`src/rtl/imem_uart_loader.sv`:
```
// rtl/imem_uart_loader.sv - UART 8N1 program-image receiver that writes 32-bit words into imem.
// Optional trailing checksum byte enabled by defining LOADER_CHECKSUM_EN.
module imem_uart_loader #(
  parameter int CLK_HZ = 50_000_000,
  parameter int BAUD   = 115200,
  parameter int WORDS  = 64
) (
  input  logic                       clk,
  input  logic                       rst,
  input  logic                       uart_rx,
  input  logic                       load_en,
  output logic                       imem_we,
  output logic [31:0]                imem_addr,
  output logic [31:0]                imem_wdata,
  output logic                       busy,
  output logic                       done,
  output logic                       frame_err,
  output logic                       chk_err,
  output logic [$clog2(WORDS+1)-1:0] word_count
);

  localparam int CPB = CLK_HZ / BAUD;
  localparam int CW  = $clog2(CPB + 1);
  localparam int WW  = $clog2(WORDS + 1);
  localparam logic [CW-1:0] CPB_LAST  = CW'(CPB - 1);
  localparam logic [CW-1:0] HALF_LAST = CW'(CPB / 2 - 1);

  typedef enum logic [1:0] {S_IDLE, S_START, S_DATA, S_STOP} state_t;

  state_t          state, state_next;
  logic            rx_meta, rx_sync, rx_prev;
  logic [CW-1:0]   clk_cnt;
  logic [2:0]      bit_cnt;
  logic [7:0]      shreg;
  logic            sample, byte_ok, byte_bad;
  logic            load_en_d, arm, commit, chk_phase;
  logic [WW-1:0]   word_idx;
  logic [1:0]      byte_idx;
  logic [23:0]     word_buf;

  // Sync flops idle high so leaving reset never looks like a start edge.
  always_ff @(posedge clk) begin
    if (rst) begin
      rx_meta <= 1'b1;
      rx_sync <= 1'b1;
      rx_prev <= 1'b1;
    end else begin
      rx_meta <= uart_rx;
      rx_sync <= rx_meta;
      rx_prev <= rx_sync;
    end
  end

  always_ff @(posedge clk) begin
    if (rst) state <= S_IDLE;
    else     state <= state_next;
  end

  always_comb begin
    state_next = state;
    sample     = 1'b0;
    byte_ok    = 1'b0;
    byte_bad   = 1'b0;
    case (state)
      S_IDLE:  if (rx_prev && !rx_sync) state_next = S_START;
      S_START: if (clk_cnt == HALF_LAST) state_next = rx_sync ? S_IDLE : S_DATA;
      S_DATA: begin
        if (clk_cnt == CPB_LAST) begin
          sample = 1'b1;
          if (bit_cnt == 3'd7) state_next = S_STOP;
        end
      end
      S_STOP: begin
        if (clk_cnt == CPB_LAST) begin
          byte_ok    = rx_sync;
          byte_bad   = !rx_sync;
          state_next = S_IDLE;
        end
      end
      default: state_next = S_IDLE;
    endcase
  end

  always_ff @(posedge clk) begin
    if (rst) begin
      clk_cnt <= '0;
      bit_cnt <= '0;
      shreg   <= '0;
    end else begin
      if (state == S_IDLE || state_next != state || sample) clk_cnt <= '0;
      else                                                  clk_cnt <= clk_cnt + 1'b1;
      if (state != S_DATA) bit_cnt <= '0;
      else if (sample)     bit_cnt <= bit_cnt + 1'b1;
      if (sample) shreg <= {rx_sync, shreg[7:1]};
    end
  end

  assign arm    = load_en && !load_en_d && !busy;
  assign commit = busy && load_en && byte_ok && !chk_phase && (byte_idx == 2'd3);

  always_ff @(posedge clk) begin
    if (rst) begin
      imem_we    <= 1'b0;
      imem_addr  <= '0;
      imem_wdata <= '0;
      busy       <= 1'b0;
      done       <= 1'b0;
      frame_err  <= 1'b0;
      word_idx   <= '0;
      byte_idx   <= '0;
      word_buf   <= '0;
      load_en_d  <= 1'b0;
    end else begin
      load_en_d <= load_en;
      imem_we   <= 1'b0;
      // Abort outranks everything, including a word completing this cycle.
      if (busy && !load_en) begin
        busy     <= 1'b0;
        byte_idx <= '0;
      end else if (arm) begin
        word_idx  <= '0;
        byte_idx  <= '0;
        done      <= 1'b0;
        frame_err <= 1'b0;
        busy      <= 1'b1;
      end else if (busy && byte_bad) begin
        frame_err <= 1'b1;
        byte_idx  <= '0;
      end else if (busy && byte_ok && chk_phase) begin
        done <= 1'b1;
        busy <= 1'b0;
      end else if (commit) begin
        imem_we    <= 1'b1;
        imem_addr  <= 32'(word_idx) << 2;
        imem_wdata <= {shreg, word_buf};
        word_idx   <= word_idx + 1'b1;
        byte_idx   <= '0;
`ifndef LOADER_CHECKSUM_EN
        if (word_idx == WW'(WORDS - 1)) begin
          done <= 1'b1;
          busy <= 1'b0;
        end
`endif
      end else if (busy && byte_ok) begin
        word_buf[{byte_idx, 3'b000} +: 8] <= shreg;
        byte_idx <= byte_idx + 1'b1;
      end
    end
  end

  assign word_count = word_idx;

`ifdef LOADER_CHECKSUM_EN
  logic [7:0] sum;
  logic       chk_q;

  assign chk_phase = (word_idx == WW'(WORDS));

  // Summed per committed word so bytes of dropped partial words never count.
  always_ff @(posedge clk) begin
    if (rst || arm) begin
      sum   <= '0;
      chk_q <= 1'b0;
    end else if (commit) begin
      sum <= sum + word_buf[7:0] + word_buf[15:8] + word_buf[23:16] + shreg;
    end else if (busy && load_en && byte_ok && chk_phase) begin
      chk_q <= (sum != shreg);
    end
  end

  assign chk_err = chk_q;
`else
  assign chk_phase = 1'b0;
  assign chk_err   = 1'b0;
`endif

endmodule

```
`config.mk`:
```
export PLATFORM = sky130hd
export DESIGN_NAME = imem_uart_loader
export DESIGN_NICKNAME = d
export VERILOG_FILES = /design/src/rtl/imem_uart_loader.sv
export SDC_FILE = /design/constraint.sdc
export NUM_CORES = 1
export LEC_CHECK = 0
export BUFFER_PORTS_ARGS = -buffer_cell sky130_fd_sc_hd__buf_2
export CAP_MARGIN = 20
export CORE_UTILIZATION = 50
export CTS_CLUSTER_DIAMETER = 50
export DETAILED_ROUTE_END_ITERATION = 7
export PLACE_DENSITY = 0.76
export SKIP_CTS_REPAIR_TIMING = 1
export SYNTH_ARGS = -nofsm -noshare
export SYNTH_HDL_FRONTEND = slang
export SYNTH_SLANG_ARGS = --single-unit
```
`constraint.sdc`:
```
create_clock -name clk -period 1.6 [get_ports clk]
set_input_delay 0.16 -clock clk [delete_from_list [all_inputs] [get_ports clk]]
set_output_delay 0.16 -clock clk [all_outputs]
set_load 0.02 [all_outputs]
```
# After elaboration in Yosys (flattened, before gate mapping)

Index checks and enable logic that the tools add are counted.

Register bits after elaboration: 102
Logic and storage cells: 97
Output and inout bits: 76
RAM bits: 0
Latch bits: 0
Bits in read-only memories: 0
Memories kept: 0
Input port bits: 4

Muxes and demuxes: 28
$add $sub $neg: 5
Bitwise gates (word level): 4
Shift-type cells: 2
Div/mod/pow operators: 0
Multipliers: 0
Eq/ne operators: 11
Reductions and logical operators: 30
Magnitude comparators: 0

Operators by type and width:

| kind                     | count |
|---|---|
| $bwmux W24               | 1 |
| $shift A8 B7 Y24 const A | 1 |
| $shiftx A8 B7 Y24        | 1 |
| $mux W7                  | 3 |
| $mux W1                  | 17 |
| $mux W2                  | 6 |
| $add A9 B1 Y9 const B    | 1 |
| $eq A9 B8 Y1 const B     | 1 |
| $eq A9 B9 Y1 const B     | 1 |
| $logic_and A1 B1 Y1      | 9 |
| $pmux W2 S4              | 1 |
| $reduce_and A4 Y1        | 2 |
| $add A7 B1 Y7 const B    | 1 |
| $eq A7 B6 Y1 const B     | 1 |
| $neg A5 Y7               | 1 |
| $eq A2 B2 Y1 const B     | 3 |
| $reduce_and A3 Y1        | 2 |
| $reduce_bool A2 Y1       | 3 |
| $reduce_or A2 Y1         | 3 |
| $reduce_and A5 Y1        | 1 |
| $reduce_or A5 Y1         | 1 |
| $logic_not A1 Y1         | 4 |
| $ne A2 B2 Y1 const B     | 2 |
| $not A1 Y1               | 4 |
| other kinds (9)          | 10 |

# Logic depth before layout (Yosys ltp)

Gate-level depths: netlist of run 1.

Depth in word-level cells: 8
Gate-level depth with buffers: 9
Depth with buffers taken out: 6

# Least setup slack after synthesis of run 1

Ideal clock, no wire load.

Path kind: reg-to-reg
Start: register clk_cnt[1]
End: register byte_idx[1]
Path buffers: 1
Library setup time: 0.066 ns
Clock period less this slack: 1.722 ns
Setup slack: -0.122 ns
Arrival: 1.656 ns
Stages on the path, launching flop included: 8
Data required time: 1.534 ns
Path through: dfxtp_1 inv_1 ha_1 and4b_1 buf_6 and4_4 or4_4 a21oi_2

Longest elaborated chain between the ends: 6
Elaborated cells on any way between the ends: 10
Classes of those cells: 1 x eq/ne; 4 x mux; 5 x reduce/logical

RTL lines:

| element                           | line | RTL |
|---|---|---|
| start: declaration                | 32   | `logic [CW-1:0] clk_cnt;` |
| start signal: assignment          | 91   | `else clk_cnt <= clk_cnt + 1'b1;` |
| $eq A9 B9 Y1 (*)                  | 74   | `if (clk_cnt == CPB_LAST) begin` |
| $mux W1                           | 74   |  |
| $mux W1                           | 64   | `case (state)` |
| $logic_and A1 B1 Y1 (2 in series) | 99   | `assign commit = busy && load_en && byte_ok && !chk_phase && (byte_idx == 2'd3);` |
| $reduce_or A5 Y1 (no line)        | n/a  |  |
| end signal: assignment            | 146  | `byte_idx <= byte_idx + 1'b1;` |
| end: declaration                  | 38   | `logic [1:0] byte_idx;` |

Mark *: on every way between the ends. The rest lies on a longest branch, timed or not.
A chain may end at the register's enable or synchronous reset.

# Final worst setup path of run 1

Start: register clk_cnt[1]
End: register word_idx[3] (netlist: word_count[3])

Longest elaborated chain between the ends: 7
Elaborated cells on any way between the ends: 11
Classes of those cells: 2 x eq/ne; 4 x mux; 5 x reduce/logical

RTL lines:

| element                           | line | RTL |
|---|---|---|
| $eq A9 B9 Y1 (*)                  | 74   |  |
| $mux W1                           | 74   |  |
| $mux W1                           | 64   |  |
| $logic_and A1 B1 Y1 (2 in series) | 99   |  |
| $reduce_bool A2 Y1 (no line)      | n/a  |  |
| $reduce_and A3 Y1 (no line) (*)   | n/a  |  |
| end signal: assignment            | 136  | `word_idx <= word_idx + 1'b1;` |
| end: declaration                  | 37   | `logic [WW-1:0] word_idx;` |

Marks and branches as above.

==> results of run 1 <==
==> placed cells by master (no fill, tap or decap), drive strengths merged, types with 4 or more instances in the layout <==
cell / Yosys / final
clkbuf: 14 / 11
and3: 5 / 5
nor3: 4 / 4
dfxtp: 102 / 102
nand4: 4 / 4
mux2i: 11 / 11
nor3b: 4 / 4
inv: 9 / 12
nor2: 30 / 30
ha: 11 / 11
or3: 4 / 4
and4: 4 / 5
a21oi: 67 / 67
buf: 42 / 100
xnor2: 5 / 5
nand3: 42 / 42
nand3b: 4 / 4
conb: 1 / 26
or2: 4 / 4
a31oi: 5 / 5
and4b: 4 / 4
nand2: 110 / 110
==> final cells by class <==
cell class / count / area share (%)
flip-flops and latches: 102 / 38.46
multi-input cells: 373 / 41.18
inverters: 9 / 0.7270
clock buffers: 10 / 2.392
clock inverters: 6 / 0.9615
well taps: 105 / 2.462
repair buffers: 102 / 13.81
==> worst max path at each step <==
stage,from,to,slack [ns],cells past startpoint
floorplan,byte_idx[0],word_buf[0],-0.11,5
global placement,clk_cnt[1],word_count[4],-0.12,7
detailed placement,clk_cnt[1],word_count[4],-0.19,7
CTS,clk_cnt[1],word_count[4],-0.24,7
global route,clk_cnt[1],word_count[3],-0.16,7
finish,clk_cnt[1],word_count[3],-0.07,7
==> Yosys cell counts (5+ instances only) <==
library cell | count | area, µm²
a21oi_1 | 66 | 330.3
a31oi_1 | 5 | 31.28
and3_1 | 5 | 31.28
buf_2 | 11 | 55.05
buf_4 | 29 | 217.7
clkbuf_1 | 14 | 52.55
dfxtp_1 | 102 | 2042
ha_1 | 11 | 137.6
inv_1 | 9 | 33.78
mux2i_1 | 11 | 110.1
nand2_1 | 110 | 412.9
nand3_1 | 42 | 210.2
nor2_1 | 30 | 112.6
xnor2_1 | 5 | 43.79
==> power breakdown <==
part | internal [mW] | switching [mW] | leakage, nW | total [mW]
combinational | 0.0678 | 0.160 | 1.15 | 0.228
clock | 0.587 | 0.905 | 0.0814 | 1.49
sequential | 2.55 | 0.0123 | 0.826 | 2.56
==> flip-flops by register name, indices dropped and copies added (netlist names), 2 cells and up <==
signal	flops
state	2
word_count	7
clk_cnt	9
shreg	8
byte_idx	2
word_buf	24
imem_wdata	32
bit_cnt	3
imem_addr	7
==> critical path: stages, from the launching register on <==
cell and delay (ns):
dfxtp_2 0.34, inv_2 0.07, ha_4 0.13, and4b_2 0.28, nand4_1 0.15, buf_6 0.18
or3_4 0.32, a31oi_1 0.14
==> metrics by stage <==
stage / total power [mW] / instance area [µm²] / util [%] / hold WS [ns]
2_1_floorplan: 2.819 / 4497 / - / 0.2638
3_3_place_gp: 2.810 / 4896 / 58.70 / 0.3477
3_5_place_dp: 2.816 / 4896 / 58.70 / 0.3538
4_1_cts: 4.295 / 5075 / 60.85 / -0.04297
5_1_grt: 4.452 / 5335 / 63.97 / 0.09602
6_report: 4.284 / 5335 / 63.97 / 0.1018
==> cell families (layout without fill, tap and decap cells) <==
| family | after synthesis | after routing | share of synthesized area [%] |
|---|---|---|---|
| AO/OA/AOI/OAI | 85 | 86 | 10.87 |
| XOR/XNOR | 8 | 8 | 1.606 |
| adder cells (fa/ha/maj) | 11 | 11 | 3.155 |
| buffers and inverters | 65 | 127 | 8.749 |
| flip-flops | 102 | 102 | 46.82 |
| multiplexers | 11 | 11 | 2.524 |
| other | 1 | 26 | 0.08598 |
| AND/OR/NAND/NOR | 230 | 231 | 26.19 |
==> layer usage <==
metal	up-vias	track usage (%)	routed length, µm
li1	1856	-	-
met4	0	8.831	159
met2	99	35.65	4841
met5	-	0	0
met1	1734	24.18	4136
met3	19	5.981	465
==> flow_summary.yaml, run 1 <==
placed_design:
  preCtsSetupSlack_ns: -0.1940
  dp.cells: 683
  io_buffers: 53
  gp_congestion: 0.8561
  dpl.hpwl_mm: 6.399
worst_setup_path:
  startpoint_type: "flop"
  r2r-end: "word_count[3]"
  cp_max_fo: 8
  cp-end-kind: "flop"
  r2r_start: "clk_cnt[1]"
  arrival_ns: 1.97
  critPathKind: "reg2reg"
  ff2ff_path_depth: 7
  reg2reg_slack_ns: -0.07
  worstPathRequired_ns: 1.90
clocking:
  h-tree-depth: 3
  cts_tree: "yes"
  cts-root-buf: "clkbuf_8"
  clk_pin_slew_worst_paths_ns: 0.09
  clock_latency_ns: 0.37
  clock-sinks: 102
  clockBufferDepth: 2
  numCtsBuffers: 9
layout:
  syn2layout_area_growth_pct: 22.32
  stdcell_count: 707
  multiInputGateArea_um2: 2197
  drive_gt1_share_pct: 28.41
  fill_cells: 704
  regArea_um2: 2052
  layout.nets: 612
  antenna_cells: 0
sta:
  setup_ws_ns: -0.07458
  setup_viol: 25
  fmax_mhz: 597.2
  rsz0062_at_grt: "yes"
  hold_viol_final: 0
  skew_ns: 0.01086
  fin_crit_ns: 1.675
  drv_slew: 0
  fin_crit_sh_pct: 104.7
  fin_setup_tns_ns: -0.4476
route:
  final_antenna_net_count: 0
  first_pass_iters: 4
  wirelength_mm: 9.602
  vias: 3708
  drc_errors: 0
  drtIter0Drc: 150
  routed_via_density: 5.245
  routedWlPerCell_um: 13.58
run_status:
  violations: "setup timing"
  status: "complete, but fails checks"
global_route:
  antenna_found_initial: 0
  grt_pass1_wl_mm: 14.66
  grt.overflow.total: 0
  grt_max_degree: 48
  grt_pass1_vias: 3286
  grt_usage_pct: 20.81
pwr:
  cellPowerDensity_nw_per_um2: 803.1
  vdd_ir_drop_max_v: 0.0006248
  p_leak_nw: 2.053
logic_synthesis:
  synth-seq-cells: 102
  avgSynthCellArea_um2: 8.502
  synth.distinct_cells: 46
  netlist_instances: 513
  ys_warn_count: 0
  ys.flop_type: "dfxtp_1"
  synthArstFlopShare_pct: 0
  synth-seq-area-share_pct: 46.82
  synth_edf_count: 0
  syn-cell-area_um2: 4362
die:
  num_rows: 33
  die_w_um: 95.40
  core_um2: 8341
  ioPinCount: 80
  die_area_um2: 9101
  initial_utilization_pct: 52.30
  die_h_um: 95.40
min_path:
  min_to: "load_en_d"
  hold_start: "load_en"
  hold_depth: 2
  hp-class: "in2reg"
run:
  drv_cap: 0
Note: power is estimated with default switching activity, not from simulation.
==> run 2: changes to the inputs <==
--- a/config.mk
+++ b/config.mk
@@ -7,10 +7,10 @@
 export LEC_CHECK = 0
 export BUFFER_PORTS_ARGS = -buffer_cell sky130_fd_sc_hd__buf_2
 export CAP_MARGIN = 20
-export CORE_UTILIZATION = 50
+export CORE_UTILIZATION = 46
 export CTS_CLUSTER_DIAMETER = 50
 export DETAILED_ROUTE_END_ITERATION = 7
-export PLACE_DENSITY = 0.76
+export PLACE_DENSITY = 0.71
 export SKIP_CTS_REPAIR_TIMING = 1
 export SYNTH_ARGS = -nofsm -noshare
 export SYNTH_HDL_FRONTEND = slang
==> run 2 against run 1 <==
Effect of this change:
- the run still ends with setup timing left
- non-clock buffer count decreased by 4
- critical path depth unchanged
- cell count increased by 0.14%
- largest cell class unchanged
==> flow_summary.yaml, run 2 (synthesis gave the netlist of run 1 again) <==
sta:
  fmax_mhz: 618.4
  skew_ns: 0.009473
  setup_viol: 3
  fin_setup_tns_ns: -0.02642
  fin_crit_ns: 1.617
  drv_slew: 0
  hold_viol_final: 0
  rsz0062_at_grt: "yes"
  setup_ws_ns: -0.01709
  fin_crit_sh_pct: 101.1
route:
  routedWlPerCell_um: 12.94
  drtIter0Drc: 154
  drc_errors: 0
  wirelength_mm: 9.159
  vias: 3648
  first_pass_iters: 4
  final_antenna_net_count: 0
  routed_via_density: 5.153
clocking:
  numCtsBuffers: 9
  clk_pin_slew_worst_paths_ns: 0.11
  cts-root-buf: "clkbuf_8"
  cts_tree: "yes"
  clock-sinks: 102
  clock_latency_ns: 0.37
  clockBufferDepth: 2
  h-tree-depth: 3
pwr:
  p_int_mw: 3.398
  p_seq_share_pct: 56.5
  p_clk_share_pct: 38.7
  p_leak_nw: 2.040
  p_sw_mw: 1.159
  netSwitchingFraction_pct: 25.43
  cellPowerDensity_nw_per_um2: 865.7
  vdd_ir_drop_max_v: 0.0005091
  combPwrFrac_pct: 4.8
  power.total_mw: 4.557
global_route:
  grt.overflow.total: 0
  antenna_found_initial: 0
  grt_pass1_wl_mm: 15.07
  grt_usage_pct: 18.76
  grt_max_degree: 48
  grt_pass1_vias: 3333
min_path:
  hp-class: "in2reg"
layout:
  final_cell_mix: "110 x nand2_1, 94 x dfxtp_1, 62 x a21oi_1"
  layout.nets: 607
  syn2layout_area_growth_pct: 20.68
  layout_commonest_cell: "nand2_1"
  stdcell_count: 708
  largest-register: "imem_wdata"
  drive_gt1_share_pct: 26.30
  antenna_cells: 0
  reg_top3: "imem_wdata x32, word_buf x24, clk_cnt x9"
  largest_reg_flops: 32
run:
  drv_cap: 0
worst_setup_path:
  cp-end-kind: "flop"
  cp_max_fo: 5
  arrival_ns: 1.91
  worstPathRequired_ns: 1.89
  critPathKind: "reg2reg"
  startpoint_type: "flop"
die:
  num_rows: 35
  core_um2: 9196
  die_w_um: 99.38
  ioPinCount: 80
  die_h_um: 99.38
  initial_utilization_pct: 47.43
  die_area_um2: 9875
placed_design:
  gp_congestion: 0.7962
  preCtsSetupSlack_ns: -0.1543
  io_buffers: 53
  dpl.hpwl_mm: 6.421
  dp.cells: 686
run_status:
  violations: "setup timing"
  status: "complete, but fails checks"
## run 2: cell count changes in the layout (fill, tap and decap cells not counted), sizes merged
cell	delta
clkbuf	-2
clkinv	+2
clkinvlp	-3
inv	+1
bufinv	+1
buf	-3
and4	-1
## run 2: cell type report
class	count	area [µm²]
inverter	9	33.78
tap	111	138.9
clock inverter	7	97.59
fill	852	3933
timing repair buffer	98	653.1
sequential	102	2057
clock buffer	9	123.9
multi-input combinational	372	2160
## run 2: per-layer routing
| metal | part of all wire (%) | global-route usage (%) |
|---|---|---|
| met1 | 45 | 23.07 |
| met3 | 2.8 | 3.373 |
| met4 | 1.2 | 6.222 |
| met5 | 0 | 0 |
| met2 | 51 | 33.12 |
## run 2: worst paths after layout
path                                  from  cells after the start             to  slack (ns)
worst max-delay path            clk_cnt[1]                      7  word_count[6]       -0.02
worst min-delay path                   rst                      2       state[1]        0.09
worst max register to register  clk_cnt[1]                      7  word_count[6]       -0.02
worst min register to register     rx_meta                      1        rx_sync        0.43
## run 2: worst max-delay path: stages, from the launching register on
cell and delay (ns):
dfxtp_2 0.34, inv_2 0.07, ha_4 0.12, and4b_2 0.28
and4_4 0.28, buf_6 0.12, a41oi_2 0.12, a311oi_2 0.21
## run 2: metrics by stage
step	hold WS (ns)	utilization [%]	cell area, µm²
5_1_grt	0.09230	57.24	5264
3_3_place_gp	0.3450	52.80	4856
6_report	0.08567	57.24	5264
2_1_floorplan	0.2638	-	4497
3_5_place_dp	0.3551	52.80	4856
4_1_cts	-0.04106	55.21	5077
## run 2: power by group through the flow
stage          Clock (mW)  Combinational [mW]  Sequential, mW
2_1_floorplan           0               0.197            2.62
3_3_place_gp            0               0.178            2.63
3_5_place_dp            0               0.183            2.63
4_1_cts              1.81               0.183            2.57
5_1_grt              1.89               0.239            2.58
6_report             1.76               0.219            2.57
==> run 3: changes to the inputs <==
--- a/config.mk
+++ b/config.mk
@@ -10,7 +10,7 @@
 export CORE_UTILIZATION = 46
 export CTS_CLUSTER_DIAMETER = 50
 export DETAILED_ROUTE_END_ITERATION = 7
-export PLACE_DENSITY = 0.71
+export PLACE_DENSITY = 0.68
 export SKIP_CTS_REPAIR_TIMING = 1
 export SYNTH_ARGS = -nofsm -noshare
 export SYNTH_HDL_FRONTEND = slang
==> constraint.sdc (replaced) <==
create_clock -name clk -period 1.8 [get_ports clk]
set_input_delay 0.18 -clock clk [delete_from_list [all_inputs] [get_ports clk]]
set_output_delay 0.18 -clock clk [all_outputs]
set_load 0.02 [all_outputs]
==> run 3 against run 2 <==
Effect of this change:
- the flow now finishes without violations
- first-iteration DRC count up 16%
- clock power is essentially flat
- die area is the same
- utilization down 2.2 points
- critical path type unchanged
- largest power group unchanged
==> flow_summary.yaml, run 3 (synthesis gave the netlist of run 1 again) <==
clocking:
  h-tree-depth: 3
  clockBufferDepth: 2
  clock_latency_ns: 0.36
  clock-sinks: 102
  clk_pin_slew_worst_paths_ns: 0.10
  numCtsBuffers: 9
  cts-root-buf: "clkbuf_8"
  cts_tree: "yes"
route:
  drc_errors: 0
  routed_via_density: 5.154
  vias: 3587
  drtIter0Drc: 179
  highest_layer: "met4"
  final_antenna_net_count: 0
  wirelength_mm: 8.906
  routedWlPerCell_um: 12.80
  first_pass_iters: 4
  dr_wl_met2_mm: 4.413
  dr_wl_met3_um: 312
  wl_met1_mm: 4.075
pwr:
  vdd_ir_drop_max_v: 0.0003744
  combPwrFrac_pct: 3.8
  p_seq_share_pct: 54.4
  p_sw_mw: 0.9498
  netSwitchingFraction_pct: 22.59
  p_int_mw: 3.255
  p_leak_nw: 1.983
  cellPowerDensity_nw_per_um2: 830.8
  p_clk_share_pct: 41.8
min_path:
  min_to: "load_en_d"
  hp-class: "in2reg"
  hold_start: "load_en"
  hold_depth: 2
sta:
  skew_ns: 0.01038
  drv_slew: 0
  rsz0062_at_grt: "yes"
  hold_viol_final: 0
  fin_setup_tns_ns: 0
  setup_viol: 0
  fin_crit_ns: 1.734
  fmax_mhz: 576.7
  fin_crit_sh_pct: 96.34
run_status:
  status: "finished, final reports clean"
placed_design:
  dp.cells: 676
  dpl.hpwl_mm: 6.278
  gp_congestion: 0.8548
  placed_cell_area_um2: 4750
  io_buffers: 53
worst_setup_path:
  arrival_ns: 2.02
  critPathKind: "reg2reg"
  cp-startpoint: "clk_cnt[1]"
  cp-end-kind: "flop"
  ff2ff_path_depth: 7
  worstPathRequired_ns: 2.09
  reg2reg_slack_ns: 0.07
  r2r-end: "word_count[4]"
  startpoint_type: "flop"
  cp_max_fo: 12
  r2r_start: "clk_cnt[1]"
die:
  num_rows: 35
  die_h_um: 99.38
  die_area_um2: 9875
  ioPinCount: 80
  core_um2: 9196
  initial_utilization_pct: 47.43
  die_w_um: 99.38
layout:
  stdcell_count: 696
  syn2layout_area_growth_pct: 16.04
  layout_commonest_cell: "nand2_1"
  drive_gt1_share_pct: 20.68
  final_cell_mix: "110 x nand2_1, 100 x dfxtp_1, 66 x a21oi_1"
  antenna_cells: 0
  layout.nets: 595
  final_util_pct: 55.03
  reg_top3: "imem_wdata x32, word_buf x24, clk_cnt x9"
  largest-register: "imem_wdata"
  largest_reg_flops: 32
  final_area_um2: 5061
global_route:
  grt.overflow.total: 0
  grt_usage_pct: 18.65
  grt_pass1_wl_mm: 14.79
  grt_pass1_vias: 3207
  grt_max_degree: 32
  antenna_found_initial: 0
run:
  drv_cap: 0
==> run 3: changes by cell type in the layout (fill, tap and decap cells not counted), sizes merged <==
cell	delta
buf	-11
inv	-1
a21o	-1
bufinv	+2
clkinv	-1
==> run 3: per-layer routing <==
layer	vias up	global-route usage (%)
li1	1813	-
met1	1681	23.05
met2	82	32.91
met3	11	2.600
met4	0	7.127
met5	-	0
==> run 3: worst max path at each step <==
stage,cells past startpoint,slack [ns],to
final,7,0.07,word_count[4]
after CTS,6,0.005,word_count[4]
after global routing,7,-0.02,word_buf[7]
after global placement,6,0.11,word_count[4]
after floorplan,7,0.08,byte_idx[1]
after detailed placement,6,0.03,word_count[4]
==> run 3: critical path, cell delays in order (launching register included) <==
cell and delay, ns:
dfxtp_2 0.34, inv_1 0.07, ha_1 0.16, and4b_2 0.28, nand4_1 0.13, buf_6 0.18, or3_1 0.35, a31oi_1 0.17
==> run 3: stage by stage <==
stage	total power [mW]	hold slack (ns)	setup slack [ns]
3_3_place_gp	2.492	0.3664	0.1116
4_1_cts	4.238	-0.01784	0.004779
6_report	4.205	0.1324	0.06591
3_5_place_dp	2.496	0.3670	0.02822
2_1_floorplan	2.504	0.2838	0.07788
5_1_grt	4.342	0.1126	-0.02416
==> run 3: layout make-up <==
cell class | count | area, µm²
Fill cell | 855 | 4135
Multi-Input combinational cell | 371 | 2046
Sequential cell | 102 | 2044
Timing Repair Buffer | 87 | 546.8
Tap cell | 111 | 138.9
Clock inverter | 7 | 127.6
Clock buffer | 9 | 123.9
Inverter | 9 | 33.78
==> run 3: power groups by stage <==
| stage | Combinational (mW) | Clock [mW] | Sequential, mW |
|---|---|---|---|
| 2_1_floorplan | 0.175 | 0 | 2.33 |
| 3_3_place_gp | 0.155 | 0 | 2.34 |
| 3_5_place_dp | 0.158 | 0 | 2.34 |
| 4_1_cts | 0.158 | 1.79 | 2.29 |
| 5_1_grt | 0.178 | 1.88 | 2.29 |
| 6_report | 0.160 | 1.76 | 2.29 |
